`src/rtl/locker_pkg.sv`:
```
// Shared locker definitions: key codes seen by the Operator and the scanner state encoding.
package locker_pkg;

  localparam int unsigned CNT_W = 8;

  localparam logic [3:0] KEY_A    = 4'd10;
  localparam logic [3:0] KEY_B    = 4'd11;
  localparam logic [3:0] KEY_C    = 4'd12;
  localparam logic [3:0] KEY_D    = 4'd13;
  localparam logic [3:0] KEY_STAR = 4'd14;
  localparam logic [3:0] KEY_HASH = 4'd15;

  typedef enum logic [1:0] {
    ST_SCAN     = 2'd0,
    ST_DEBOUNCE = 2'd1,
    ST_RELEASE  = 2'd2
  } scan_state_e;

  // Decode ROM: keypad legend at row/column position.
  function automatic logic [3:0] key_code(input logic [1:0] row, input logic [1:0] col);
    logic [3:0] code;
    case ({row, col})
      4'h0: code = 4'd1;
      4'h1: code = 4'd2;
      4'h2: code = 4'd3;
      4'h3: code = KEY_A;
      4'h4: code = 4'd4;
      4'h5: code = 4'd5;
      4'h6: code = 4'd6;
      4'h7: code = KEY_B;
      4'h8: code = 4'd7;
      4'h9: code = 4'd8;
      4'hA: code = 4'd9;
      4'hB: code = KEY_C;
      4'hC: code = KEY_STAR;
      4'hD: code = 4'd0;
      4'hE: code = KEY_HASH;
      default: code = KEY_D;
    endcase
    return code;
  endfunction

  // Index of the single set bit in a one-hot nibble.
  function automatic logic [1:0] onehot_index(input logic [3:0] v);
    logic [1:0] idx;
    case (v)
      4'b0010: idx = 2'd1;
      4'b0100: idx = 2'd2;
      4'b1000: idx = 2'd3;
      default: idx = 2'd0;
    endcase
    return idx;
  endfunction

endpackage

```
`src/rtl/keypad_scanner_sync.sv`:
```
// Two-flop synchronizer for asynchronous inputs, parametrizable width.
module sync2 #(
  parameter int unsigned W       = 4,
  parameter logic [W-1:0] RST_VAL = '1
) (
  input  logic         clk,
  input  logic         rst_n,
  input  logic [W-1:0] d,
  output logic [W-1:0] q
);

  logic [W-1:0] meta;

  // Metastability filter: two back-to-back flops.
  always_ff @(posedge clk or negedge rst_n) begin
    if (!rst_n) begin
      meta <= RST_VAL;
      q    <= RST_VAL;
    end else begin
      meta <= d;
      q    <= meta;
    end
  end

endmodule

```
`src/rtl/keypad_scanner.sv`:
```
// 4x4 keypad scanner: column drive, row debounce, single report per press, playback lockout.
module keypad_scanner
  import locker_pkg::*;
#(
  parameter int unsigned DWELL      = 4,
  parameter int unsigned DEB_CYCLES = 10
) (
  input  logic       clk_1k,
  input  logic       rst,
  input  logic [3:0] kbrow,
  input  logic       playing,
  output logic [3:0] kbcol,
  output logic [3:0] num_in,
  output logic       kb_en,
  output logic       multi
);

  scan_state_e      state, state_d;
  logic [1:0]       col, col_d;
  logic [CNT_W-1:0] dwell_cnt, dwell_cnt_d;
  logic [CNT_W-1:0] deb_cnt, deb_cnt_d;
  logic [3:0]       pat, pat_d;
  logic [3:0]       code, code_d;
  logic [3:0]       kbcol_d, num_in_d;
  logic             kb_en_d, multi_d;

  logic [3:0]       rs;
  logic [3:0]       low;
  logic             any_low, single_low;

  sync2 #(.W(4), .RST_VAL(4'hF)) u_sync (
    .clk   (clk_1k),
    .rst_n (rst),
    .d     (kbrow),
    .q     (rs)
  );

  assign low        = ~rs;
  assign any_low    = |low;
  assign single_low = any_low && ((low & (low - 4'd1)) == 4'd0);

  // State and output registers.
  always_ff @(posedge clk_1k or negedge rst) begin
    if (!rst) begin
      state     <= ST_SCAN;
      col       <= 2'd0;
      dwell_cnt <= '0;
      deb_cnt   <= '0;
      pat       <= 4'hF;
      code      <= 4'h0;
      kbcol     <= 4'b1110;
      num_in    <= 4'h0;
      kb_en     <= 1'b0;
      multi     <= 1'b0;
    end else begin
      state     <= state_d;
      col       <= col_d;
      dwell_cnt <= dwell_cnt_d;
      deb_cnt   <= deb_cnt_d;
      pat       <= pat_d;
      code      <= code_d;
      kbcol     <= kbcol_d;
      num_in    <= num_in_d;
      kb_en     <= kb_en_d;
      multi     <= multi_d;
    end
  end

  // Scan / debounce / release sequencing and registered output values.
  always_comb begin
    state_d     = state;
    col_d       = col;
    dwell_cnt_d = dwell_cnt;
    deb_cnt_d   = deb_cnt;
    pat_d       = pat;
    code_d      = code;
    num_in_d    = num_in;
    kb_en_d     = 1'b0;
    multi_d     = multi;

    case (state)
      ST_SCAN: begin
        if (dwell_cnt == CNT_W'(DWELL - 1)) begin
          dwell_cnt_d = '0;
          if (single_low) begin
            pat_d     = rs;
            code_d    = key_code(onehot_index(low), col);
            deb_cnt_d = '0;
            multi_d   = 1'b0;
            state_d   = ST_DEBOUNCE;
          end else if (!any_low) begin
            multi_d = 1'b0;
            col_d   = col + 2'd1;
          end else begin
            multi_d = 1'b1;
            col_d   = col + 2'd1;
          end
        end else begin
          dwell_cnt_d = dwell_cnt + CNT_W'(1);
        end
      end

      ST_DEBOUNCE: begin
        if (rs != pat) begin
          col_d       = col + 2'd1;
          dwell_cnt_d = '0;
          state_d     = ST_SCAN;
        end else if (deb_cnt == CNT_W'(DEB_CYCLES - 1)) begin
          if (!playing) begin
            num_in_d = code;
            kb_en_d  = 1'b1;
          end
          deb_cnt_d = '0;
          state_d   = ST_RELEASE;
        end else begin
          deb_cnt_d = deb_cnt + CNT_W'(1);
        end
      end

      ST_RELEASE: begin
        if (rs == 4'hF) begin
          if (deb_cnt == CNT_W'(DEB_CYCLES - 1)) begin
            deb_cnt_d   = '0;
            dwell_cnt_d = '0;
            col_d       = 2'd0;
            state_d     = ST_SCAN;
          end else begin
            deb_cnt_d = deb_cnt + CNT_W'(1);
          end
        end else begin
          deb_cnt_d = '0;
        end
      end

      default: begin
        state_d     = ST_SCAN;
        col_d       = 2'd0;
        dwell_cnt_d = '0;
        deb_cnt_d   = '0;
      end
    endcase

    kbcol_d = ~(4'(4'b0001 << col_d));
  end

endmodule
```
`config.mk`:
```
export PLATFORM = sky130hd
export DESIGN_NAME = keypad_scanner
export DESIGN_NICKNAME = d
export VERILOG_FILES = /design/src/rtl/locker_pkg.sv /design/src/rtl/keypad_scanner_sync.sv /design/src/rtl/keypad_scanner.sv
export SDC_FILE = /design/constraint.sdc
export NUM_CORES = 1
export LEC_CHECK = 0
export BUFFER_PORTS_ARGS = -buffer_cell sky130_fd_sc_hd__buf_2
export CAP_MARGIN = 20
export CORE_ASPECT_RATIO = 0.8
export CORE_MARGIN = 5
export CORE_UTILIZATION = 30
export DETAILED_ROUTE_END_ITERATION = 10
export PLACE_DENSITY = 0.54
export SLEW_MARGIN = 20
export SYNTH_ARGS = -nofsm -noshare
export SYNTH_HDL_FRONTEND = slang
export SYNTH_SLANG_ARGS = --single-unit
```
`constraint.sdc`:
```
create_clock -name clk_1k -period 2.2 [get_ports clk_1k]
set_input_delay 0.33 -clock clk_1k [delete_from_list [all_inputs] [get_ports clk_1k]]
set_output_delay 0.33 -clock clk_1k [all_outputs]
set_load 0.005 [all_outputs]
```
# Yosys cells after proc, flatten, opt, wreduce, memory -nomap -nowiden
# Memories as Yosys holds them, arrays and structs flattened. A register that Yosys moved wholly into a read port is not among the register bits.
# Cells that the tools add are included.
classes:
  n_addsub: 4
  mul: 0
  div: 0
  magnitude_cmp: 0
  n_eq_ne: 16
  shift: 1
  mux: 34
  bitwise_logic: 5
  reduce_logical: 11
ops:
  columns: ["operator", "count"]
  rows:
  - ["two-way mux 8 bit", 9]
  - ["case mux 8 bit (3 select lines)", 2]
  - ["two-way mux 2 bit", 14]
  - ["case mux 2 bit (3 select lines)", 3]
  - ["adder 8 x 1 -> 8 bit (second input constant)", 2]
  - ["!= test 2 bit (second input constant)", 6]
  - ["AND reduction 3 bit", 3]
  - ["equality test 4 bit (second input constant)", 2]
  - ["equality test 8 x 2 -> 1 bit (second input constant)", 1]
  - ["equality test 8 x 4 -> 1 bit (second input constant)", 1]
  - ["inverter 4 bit", 2]
  - ["two-way mux 1 bit", 6]
  - ["AND reduction 5 bit", 1]
  - ["AND 4 bit", 1]
  - ["equality test 4 x 2 -> 1 bit (second input constant)", 1]
  - ["equality test 4 x 3 -> 1 bit (second input constant)", 1]
  - ["logical NOT 4 bit", 1]
  - ["!= test 4 bit", 1]
  - ["AND reduction 4 bit", 1]
  - ["OR reduction 4 bit", 1]
  - ["<< shifter 1 x 2 -> 4 bit (first input constant)", 1]
  - ["subtractor 4 x 1 -> 4 bit (second input constant)", 1]
  - ["!= test 3 bit (second input constant)", 1]
  - ["adder 2 x 1 -> 2 bit (second input constant)", 1]
  - ["other kinds (7)", 8]
word_totals:
  regBits: 42
  latch_bits: 0
  ram_bits: 0
  rom_bits: 64
  inputBits: 7
  output_inout_bits: 10
  wordCells: 83
  memories: 1
memory_table:
  columns: ["name", "depth", "word_bits", "read_ports", "rd_ports_with_merged_regs", "write_ports", "line", "rtl"]
  rows:
  - ["(no name shown)", 16, 4, 1, 1, 0, "locker_pkg.sv:22", "case ({row, col})"]

# Logic depth before layout (Yosys ltp)
depth:
  ltp_word: 10
  depth_mapped: 8
  ltp_nobuf: 7

# Hierarchy
# From an unflattened synthesis, not the netlist that was laid out.
hier_totals:
  cells_unflattened: 239
  hier_area_um2: 2499.9
by_module_without_submodules:
  columns: ["module", "n_inst", "cells_each", "area_per_inst_um2", "seq_area_each_um2"]
  rows:
  - ["keypad_scanner", 1, 231, 2289.7, 959.7]
  - ["sync2", 1, 8, 210.2, 210.2]

# Worst setup path after synthesis
# OpenSTA, ideal clock, no wires.
synth_path:
  path_type: "reg-to-reg"
  startpoint: "register dwell_cnt[0]"
  endpoint: "register state[1]"
  setup_ps: 132
  arrival_ps: 2077
  t_required_ps: 2068
  slack_ps: -9
  path_stages_with_launch: 7
  n_path_buf: 0
  period_less_slack_ps: 2209
  path_cell_list: "dfrtp_1 -> ha_1 -> or4b_4 -> or4_4 -> a221oi_4 -> o21ai_2 -> o2bb2ai_1"
synth_via:
  elab_chain_len: 3
synth_lines:
  columns: ["item", "line", "rtl"]
  rows:
  - ["start: declaration", "keypad_scanner.sv:20", "logic [CNT_W-1:0] dwell_cnt, dwell_cnt_d;"]
  - ["start signal: assignment", "keypad_scanner.sv:58", "dwell_cnt <= dwell_cnt_d;"]
  - ["equality test 8 x 2 -> 1 bit", "keypad_scanner.sv:83", "if (dwell_cnt == CNT_W'(DWELL - 1)) begin"]
  - ["!= test 2 bit (no line)", null, null]
  - ["AND reduction 5 bit (no line)", null, null]
  - ["end signal: assignment", "keypad_scanner.sv:56", "state <= state_d;"]
  - ["end: declaration", "keypad_scanner.sv:18", "scan_state_e state, state_d;"]
# No other way between the ends.
# A chain may end at the register's enable or synchronous reset.

# Worst setup path in the final report
layout_path:
  startpoint: "register dwell_cnt[0]"
  endpoint: "register dwell_cnt[2]"
layout_via:
  elab_chain_len: 3
  word_cells_on_any_way: 4
  cone_classes: "1 x add/sub; 1 x eq/ne; 2 x mux"
layout_lines:
  columns: ["item", "line", "rtl"]
  rows:
  - ["adder 8 x 1 -> 8 bit / equality test 8 x 2 -> 1 bit (equally long branches)", "keypad_scanner.sv:99, keypad_scanner.sv:83", null]
  - ["two-way mux 8 bit *", "keypad_scanner.sv:83", null]
  - ["case mux 8 bit (3 select lines) *", "keypad_scanner.sv:81", "case (state)"]
# Mark *: on every way between the ends. The rest lies on a longest branch, timed or not.

==> flow_summary.yaml <==
power:
  p_comb_frac: 0.405
  swShare: 0.361
  power_switching_mw: 0.990
  ir_drop_mv: 0.388
  leakagePower_nw: 1.31
  intPower_mw: 1.76
  p_total_mw: 2.75
  p_per_area_nw_per_um2: 883
  seq_power_share: 0.402
  clockPowerShare: 0.193
route:
  vias_per_cell: 5.04
  postRouteWirelength_um: 5240
  dr_total_vias: 1960
  drc: 0
  first_pass_iters: 4
  routedWlPerCell_um: 13.5
  first_iter_violations: 113
  antenna_left: 0
worst_setup_path:
  r2r_end: "dwell_cnt[2]"
  crit_path_cell_trace: "ha_2 -> or4b_4 -> or4_4 -> a221oi_4 -> buf_6 -> nor2_1"
  cp_slowest_stage_delay_ps: 510
  reg2reg_setup_slack_ps: -30
  worstSetupPathType: "reg -> reg"
  start_kind: "register"
  arrival_ps: 2420
  cp_top_family: "simple AND/OR/NAND/NOR gates"
  cp.required_ps: 2390
  path_buf_inv: 1
  cp_slowest_cell: "or4_4"
  cp-end-kind: "register"
  reg2reg_from: "dwell_cnt[0]"
  reg2reg_depth: 6
  critical_path.max_fanout: 6
die:
  initial_core_util: 0.311
  coreArea_sq_um: 8060
  die_x_um: 112
  placementRows: 29
  io_pins: 17
  die_area_sq_um: 10300
  die_y_um: 91.8
logic_synthesis:
  synth_area_sq_um: 2510
  ys_seq_elements: 46
  synth_cell_types: 49
  synth_fp_nets: 255
  syn_area_per_cell_sq_um: 10.6
  synth-edff-count: 0
  ys_seq_area_frac: 0.466
  netlist_instances: 236
  synthFlopType: "dfrtp_1"
  yosys_warnings: 0
  async_flop_share: 1.00
outcome:
  violations: "negative setup slack"
  outcome: "complete, but fails checks"
cells_and_area:
  nFillCells: 818
  fin_cells: 389
  nNetsFinal: 299
  drive_above_1_share: 0.381
  area_growth_syn_to_layout_pct: 23.9
  n_antenna_cell: 0
  final_cell_mix: "31 x dfrtp_1, 28 x buf_4, 19 x nand2_1"
  mostFrequentLayoutCell: "dfrtp_1"
global_route:
  antenna_found_initial: 0
  grt.overflow.total: 0
  grt_pass1_vias: 1862
  grt.total_usage: 0.108
  grt_max_degree: 26
  grt_pass1_wl_um: 9180
cts:
  ctsHoldBuffers: 0
  clk_pin_slew_ps: 90
  cts.sinks: 46
  numCtsBuffers: 5
  insertion_delay_ps: 290
  ctsRootBufferMaster: "clkbuf_8"
  htreeDepth: 2
  cts_tree: "done"
  clockBufferDepth: 2
sta:
  max_freq_ghz: 0.447
  setup_viol: 11
  period_share: 1.02
  final_hold_viol_count: 0
  fin_setup_tns_ps: -229
  period_needed_ps: 2230
  worst_pin_slew_ps: 530
  worst_slack_ps: -35.0
  skew_ps: 10.7
  rsz0062_at_grt: "yes"
  drv_slew: 0
  slew-limit-headroom: 0.646
min_path:
  hp-class: "in -> async"
place:
  placedCellCount: 380
  portBuffers: 16
  dp_hpwl_um: 3960
  place_congestion: 0.792
run:
  drv_cap: 0
[state kept, by name, summed over array words and instances, names as in the netlist]
register / count
code: 4
col: 2
deb_cnt: 8
dwell_cnt: 8
kb_en: 1
kbcol: 4
multi: 1
num_in: 4
pat: 4
state: 2
u_sync.meta: 4
u_sync.q: 4
[layout make-up]
class	instances	area [sq um]	share of cell area
clock inverters	1	5.00	0.00161
repair buffers	46	322	0.103
inverters	12	45.0	0.0145
clock buffers	7	86.3	0.0278
flip-flops and latches	46	1170	0.376
well taps	108	135	0.0435
multi-input cells	169	1350	0.433
[worst max path at each step]
stage	slack (ps)	end	depth (start not counted)	startpoint
2_1_floorplan	3	state[1]	6	dwell_cnt[0]
3_3_place_gp	20	deb_cnt[5]	6	dwell_cnt[0]
3_5_place_dp	-60	deb_cnt[5]	6	dwell_cnt[0]
4_1_cts	-10	state[1]	6	dwell_cnt[0]
5_1_grt	-110	state[1]	6	dwell_cnt[0]
6_report	-30	dwell_cnt[2]	6	dwell_cnt[0]
[through the flow]
step                       util  hold slack, ps  area [sq um]  worst slack (ps)
after floorplan               -            34.4          2510              2.78
after global placement    0.362             339          2920              23.0
after detailed placement  0.362             344          2920             -59.4
after CTS                 0.376            19.9          3030             -14.6
after global routing      0.386            43.9          3110              -113
final                     0.386            5.43          3110             -35.0
[cells in the mapped netlist (2+ instances only)]
cell | instances | area [sq um]
a21oi_1 | 7 | 35.0
a41oi_1 | 2 | 17.5
nand2_1 | 19 | 71.3
mux2_2 | 11 | 124
and3_1 | 3 | 18.8
xnor2_1 | 13 | 114
mux2i_1 | 2 | 20.0
nor3_1 | 7 | 35.0
ha_1 | 12 | 150
buf_1 | 2 | 7.51
o22a_1 | 2 | 17.5
buf_2 | 3 | 15.0
dfstp_2 | 15 | 394
o21ai_2 | 2 | 17.5
inv_1 | 12 | 45.0
o31ai_1 | 9 | 67.6
dfrtp_1 | 31 | 776
clkbuf_1 | 4 | 15.0
a2111oi_2 | 4 | 60.1
o22ai_1 | 3 | 18.8
nor3b_1 | 2 | 15.0
a31oi_1 | 4 | 25.0
nor2_1 | 13 | 48.8
nand3_1 | 8 | 40.0
or2_2 | 2 | 12.5
nand4_1 | 3 | 18.8
a211oi_1 | 4 | 30.0
o21ai_0 | 16 | 80.1
[power groups by stage]
| stage | sequential [mW] | clock (mW) | combinational [mW] |
|---|---|---|---|
| floorplan | 1.11 | 0 | 0.648 |
| global placement | 1.12 | 0 | 1.02 |
| finish | 1.10 | 0.530 | 1.11 |
| global route | 1.12 | 0.593 | 1.23 |
| detailed placement | 1.12 | 0 | 1.03 |
| CTS | 1.11 | 0.553 | 1.06 |
[layer usage]
metal / up-vias / global-route usage / wire length (um)
li1: 960 / - / -
met5: - / 0 / 0
met3: 2 / 0.0270 / 195
met1: 969 / 0.162 / 2670
met4: 0 / 0.0210 / 25
met2: 29 / 0.156 / 2340
[kinds of logic after synthesis]
logic type	synth area share
muxes	0.0574
AOI/OAI and AO/OA	0.193
xor gates and xnor gates	0.0454
adders and majority gates	0.0598
buffers and inverters	0.0329
DFF	0.466
and+or+nand+nor	0.146
[what timing repair did]
action                     CTS  global route
resized for setup            3            20
setup endpoints to repair    6            22
pin swaps                    0             5
setup buffers                0             1
(Power assumes the default switching activity.)
